`src/rtl/seg_scan_decoder.sv`:
```
// Snoops an active-low multiplexed 4-digit 7-segment bus and recovers the hex value on each digit.
// Optional build macro SEGDEC_STICKY_ERR_EN: sticky digit_err bits with an err_clr input.
module seg_scan_decoder #(
    parameter int          STABLE_CYCLES = 4,
    parameter logic [3:0]  DIGIT_MASK    = 4'b1111
) (
    input  logic        clk,
    input  logic        rst_n,
    input  logic [6:0]  seg_L,
    input  logic [3:0]  anode_L,
`ifdef SEGDEC_STICKY_ERR_EN
    input  logic        err_clr,
`endif
    output logic [15:0] digit_val,
    output logic [3:0]  digit_vld,
    output logic [3:0]  digit_err,
    output logic        frame_done
);

    localparam int CW = $clog2(STABLE_CYCLES + 1);

    logic [6:0]    seg_s1, seg_s2, seg_p;
    logic [3:0]    an_s1, an_s2, an_p;
    logic [CW-1:0] cnt;
    logic [3:0]    seen;

    logic [6:0]    seg_on;
    logic [3:0]    an_on;
    logic          one_hot, same, capture, full, dec_hit, blank;
    logic [1:0]    idx;
    logic [3:0]    dec_hex;

    // Returns {hit, hex}; hit is 0 for any pattern outside the 16 glyphs.
    function automatic logic [4:0] decode(input logic [6:0] s);
        logic [4:0] r;
        case (s)
            7'h3F:   r = 5'h10;
            7'h06:   r = 5'h11;
            7'h5B:   r = 5'h12;
            7'h4F:   r = 5'h13;
            7'h66:   r = 5'h14;
            7'h6D:   r = 5'h15;
            7'h7D:   r = 5'h16;
            7'h07:   r = 5'h17;
            7'h7F:   r = 5'h18;
            7'h6F:   r = 5'h19;
            7'h77:   r = 5'h1A;
            7'h7C:   r = 5'h1B;
            7'h39:   r = 5'h1C;
            7'h5E:   r = 5'h1D;
            7'h79:   r = 5'h1E;
            7'h71:   r = 5'h1F;
            default: r = 5'h00;
        endcase
        return r;
    endfunction

    always_comb begin
        seg_on  = ~seg_s2;
        an_on   = ~an_s2;
        one_hot = $onehot(an_on);
        idx     = 2'd0;
        for (int i = 0; i < 4; i++) begin
            if (an_on[i]) idx = 2'(i);
        end
        same    = (seg_s2 == seg_p) && (an_s2 == an_p);
        capture = one_hot && same && (cnt == CW'(STABLE_CYCLES - 1));
        {dec_hit, dec_hex} = decode(seg_on);
        blank   = (seg_on == 7'h00);
        full    = (DIGIT_MASK != 4'b0000) && ((seen & DIGIT_MASK) == DIGIT_MASK);
    end

    always_ff @(posedge clk or negedge rst_n) begin
        if (!rst_n) begin
            seg_s1 <= '0;
            seg_s2 <= '0;
            an_s1  <= '0;
            an_s2  <= '0;
            seg_p  <= '0;
            an_p   <= '0;
            cnt    <= '0;
        end else begin
            seg_s1 <= seg_L;
            seg_s2 <= seg_s1;
            an_s1  <= anode_L;
            an_s2  <= an_s1;
            seg_p  <= seg_s2;
            an_p   <= an_s2;
            // Counter saturates so a held pattern captures exactly once.
            if (!one_hot || !same)
                cnt <= '0;
            else if (cnt != CW'(STABLE_CYCLES))
                cnt <= cnt + 1'b1;
        end
    end

    always_ff @(posedge clk or negedge rst_n) begin
        if (!rst_n) begin
            digit_val  <= '0;
            digit_vld  <= '0;
            digit_err  <= '0;
            seen       <= '0;
            frame_done <= 1'b0;
        end else begin
            frame_done <= full;
            if (full)
                seen <= capture ? (4'b0001 << idx) : 4'b0000;
            else if (capture)
                seen <= seen | (4'b0001 << idx);

            if (capture) begin
                if (dec_hit) begin
                    digit_val[{idx, 2'b00} +: 4] <= dec_hex;
                    digit_vld[idx]               <= 1'b1;
`ifndef SEGDEC_STICKY_ERR_EN
                    digit_err[idx]               <= 1'b0;
`endif
                end else begin
                    digit_vld[idx] <= 1'b0;
`ifdef SEGDEC_STICKY_ERR_EN
                    digit_err[idx] <= digit_err[idx] | ~blank;
`else
                    digit_err[idx] <= ~blank;
`endif
                end
            end
`ifdef SEGDEC_STICKY_ERR_EN
            // Placed last so a clear overrides a same-cycle set.
            if (err_clr)
                digit_err <= '0;
`endif
        end
    end

endmodule

```
`config.mk`:
```
export PLATFORM = sky130hd
export DESIGN_NAME = seg_scan_decoder
export DESIGN_NICKNAME = d
export VERILOG_FILES = /design/src/rtl/seg_scan_decoder.sv
export SDC_FILE = /design/constraint.sdc
export NUM_CORES = 1
export LEC_CHECK = 0
export BUFFER_PORTS_ARGS = -buffer_cell sky130_fd_sc_hd__clkbuf_2
export CORE_ASPECT_RATIO = 0.6
export CORE_UTILIZATION = 51
export CTS_CLUSTER_DIAMETER = 80
export DETAILED_ROUTE_END_ITERATION = 6
export GPL_TIMING_DRIVEN = 0
export PLACE_DENSITY = 0.79
export SETUP_SLACK_MARGIN = 0.5
export SLEW_MARGIN = 25
export SYNTH_ARGS = -nofsm -noshare
export SYNTH_HDL_FRONTEND = slang
export SYNTH_SLANG_ARGS = --single-unit
```
`constraint.sdc`:
```
create_clock -name clk -period 2.75 [get_ports clk]
set_clock_uncertainty 0.05 [all_clocks]
set_input_delay 0.1375 -clock clk [delete_from_list [all_inputs] [get_ports clk]]
set_output_delay 0.1375 -clock clk [all_outputs]
set_load 0.05 [all_outputs]
```
==> out/qor.txt <==
reg2reg path depth = 11
mapped cell area = 2720 µm²
drt drc = 0
crit path DAT = 3.07 ns
Final period util = 1.05
Synth Area per Inst = 11.8 µm²
n_diodes = 0
Setup violations, final = 18
FF-to-FF Start = an_s2[0]$_DFF_PN0_
antenna violations before repair = 0
post-synthesis sequential area ratio = 0.597
post-detail-place hpwl = 3560 µm
top cell type's share of synthesized area = 0.597
DIE AREA = 5650 µm²
Synth area leader = dfrtp_1
pin count of the biggest net entering global routing = 34
Yosys cell types = 48
CTS H-Tree Depth = 3
status = complete, but fails checks
Post-synth EDFFs = 0
gr usage total = 0.232
RSZ-0062 raised after global routing = true
Gate Count Post-Synth = 230
Post-Syn Nets = 249
FMAX = 345 MHz
clock buffer depth = 2
CTS root buf = clkbuf_8
Final Util = 0.721
GPL Wtd Cong = 0.851
CTS Buf Count = 9
CP Class = flip-flop to flip-flop
Clock transition at path regs = 0.07 ns
DP Area = 3060 µm²
first-pass GRT wire length = 9290 µm
ys flop type = dfrtp_1
max-slew violations = 0
design area = 3680 µm²
drt pass-1 iters = 4
Critical Path Sink Type = flip-flop
Hold Path Class = primary input to asynchronous set/reset pin
DR vias = 2025
pwr/cell area = 544 nW/µm²
most area-consuming cells after synthesis = dfrtp_1 60%, o21ai_0 5.0%, xnor2_1 4.2%, mux2i_1 2.9%, nand2_1 2.6%
# IOs = 38
crit path time final = 2.90 ns
vias in the first global route = 1922
WL/cell = 16.0 µm
width of the die = 96.3 µm
Post-synth top cells = 65 x dfrtp_1, 27 x o21ai_0, 19 x nand2_1, 18 x inv_1, 13 x xnor2_1
via/cell ratio = 5.36
failing checks = setup timing
Leakage = 1.76 nW
FF+latch count, synth = 65
Area growth syn-to-layout = 35.1%
required time of the worst setup path = 2.92 ns
fin nets = 327
most common cell in the netlist = dfrtp_1
Final Routed Wirelength = 6060 µm
CTS sink count = 65
CTS tree = built
worst slew pin tran = 0.645 ns
Filler cells = 334
Initial DRC Count = 134
Startpoint Class = flip-flop
Final WS setup = -0.147 ns
Hold WS = 0.263 ns
chip height = 58.6 µm
VDD IR max = 0.368 mV
fraction of registers with async set/reset = 1.00
crit-path max FO = 4
Max-slew headroom = 0.569
worst reg2reg setup slack = -0.15 ns
Final Hold Fails = 0
Max Cap Viol = 0
FF-to-FF End = digit_val[7]$_DFFE_PN0P_
grt ovf = 0
row count = 20
Synth Warn # = 0
Final ANT Viol Nets = 0
I/O Buffers = 37
share of cells above drive strength 1 = 0.388
Core ar. = 5100 µm²
initial core utilization = 0.534
Clk Latency, worst-skew pair = 0.34 ns
[how the worst max path moves through the flow]
stage	from	end	slack, ns	cells after the start
floorplan	an_s2[1]$_DFF_PN0_	digit_val[7]$_DFFE_PN0P_	-0.006	10
global placement	an_s2[1]$_DFF_PN0_	digit_val[7]$_DFFE_PN0P_	-0.26	10
detailed placement	an_s2[1]$_DFF_PN0_	digit_val[7]$_DFFE_PN0P_	-0.29	10
CTS	an_s2[0]$_DFF_PN0_	digit_val[15]$_DFFE_PN0P_	-0.13	9
global route	an_s2[0]$_DFF_PN0_	digit_val[7]$_DFFE_PN0P_	-0.26	11
finish	an_s2[0]$_DFF_PN0_	digit_val[7]$_DFFE_PN0P_	-0.15	11
[cell families after synthesis]
logic type / share of synthesized area
buf+inv: 0.0542
fa+ha+maj: 0.0303
mux: 0.0335
simple gates: 0.129
compound gates: 0.111
xor+xnor: 0.0450
flops: 0.597
[through the flow]
step	total power, mW	instances	worst slack [ns]	TNS (ns)
6_report	2.00	378	-0.147	-1.44
3_3_place_gp	1.14	333	-0.260	-1.01
4_1_cts	2.01	373	-0.132	-0.864
5_1_grt	2.08	378	-0.261	-4.41
2_1_floorplan	1.10	230	-0.00567	-0.00567
3_5_place_dp	1.15	334	-0.294	-1.79
[final cells by class]
| class | count | area, µm² | area share |
|---|---|---|---|
| sequential | 65 | 1630 | 0.443 |
| multi-input combinational | 135 | 1090 | 0.297 |
| timing repair buffer | 67 | 497 | 0.135 |
| clock buffer | 13 | 179 | 0.0486 |
| buffer | 11 | 88.8 | 0.0241 |
| tap | 66 | 82.6 | 0.0224 |
| inverter | 19 | 76.3 | 0.0207 |
| clock inverter | 2 | 35.0 | 0.00952 |
[cell usage in the layout, fill, tap and decap left out, drive strengths merged, types with 2 or more instances in the layout]
| cell type | count |
|---|---|
| a21oi | 7 |
| a22o | 2 |
| and3b | 2 |
| buf | 29 |
| clkbuf | 50 |
| dfrtp | 65 |
| dlygate4sd3 | 12 |
| ha | 5 |
| inv | 19 |
| mux2i | 8 |
| nand2 | 19 |
| nand2b | 2 |
| nand3 | 5 |
| nand3b | 3 |
| nand4 | 4 |
| nor2 | 8 |
| nor3 | 2 |
| nor3b | 2 |
| nor4 | 2 |
| o21ai | 29 |
| o22ai | 2 |
| or3 | 2 |
| or3b | 2 |
| or4 | 2 |
| or4b | 2 |
| xnor2 | 13 |
[repair_timing]
item                       in CTS  in global routing
hold buffers                   12                  0
cloned                          2                  0
gates resized for setup        26                 22
pin swaps                      11                  3
setup buffers                  10                  5
setup endpoints to repair      31                 31
hold endpoints to repair       43                  0
[power breakdown]
group / switching [mW] / internal (mW)
combinational: 0.0879 / 0.0695
clock: 0.336 / 0.511
sequential: 0.0186 / 0.981
[layer usage]
metal | global-route usage | part of all wire | vias to the layer above
met2 | 0.330 | 0.46 | 86
met4 | 0.0777 | 0.0099 | 0
met5 | 0 | 0 | -
li1 | - | - | 948
met1 | 0.340 | 0.45 | 982
met3 | 0.0749 | 0.079 | 9
[critical path, stage by stage, from the launching register on]
cell      delay, ns
dfrtp_1        0.42
fa_1           0.55
inv_1          0.05
ha_2           0.17
ha_4           0.21
nor3b_2        0.16
nand4_1        0.22
nor4_4         0.22
buf_6          0.16
nand3b_4       0.13
nor2_4         0.13
mux2_4         0.31
[flip-flops by register name, indices dropped and copies added, names as in the netlist, named ones only]
name / cells
seg_p: 7
digit_val: 16
seen: 4
an_p: 4
seg_s2: 7
frame_done: 1
an_s2: 4
an_s1: 4
cnt: 3
digit_err: 4
seg_s1: 7
(Power assumes the default switching activity.)
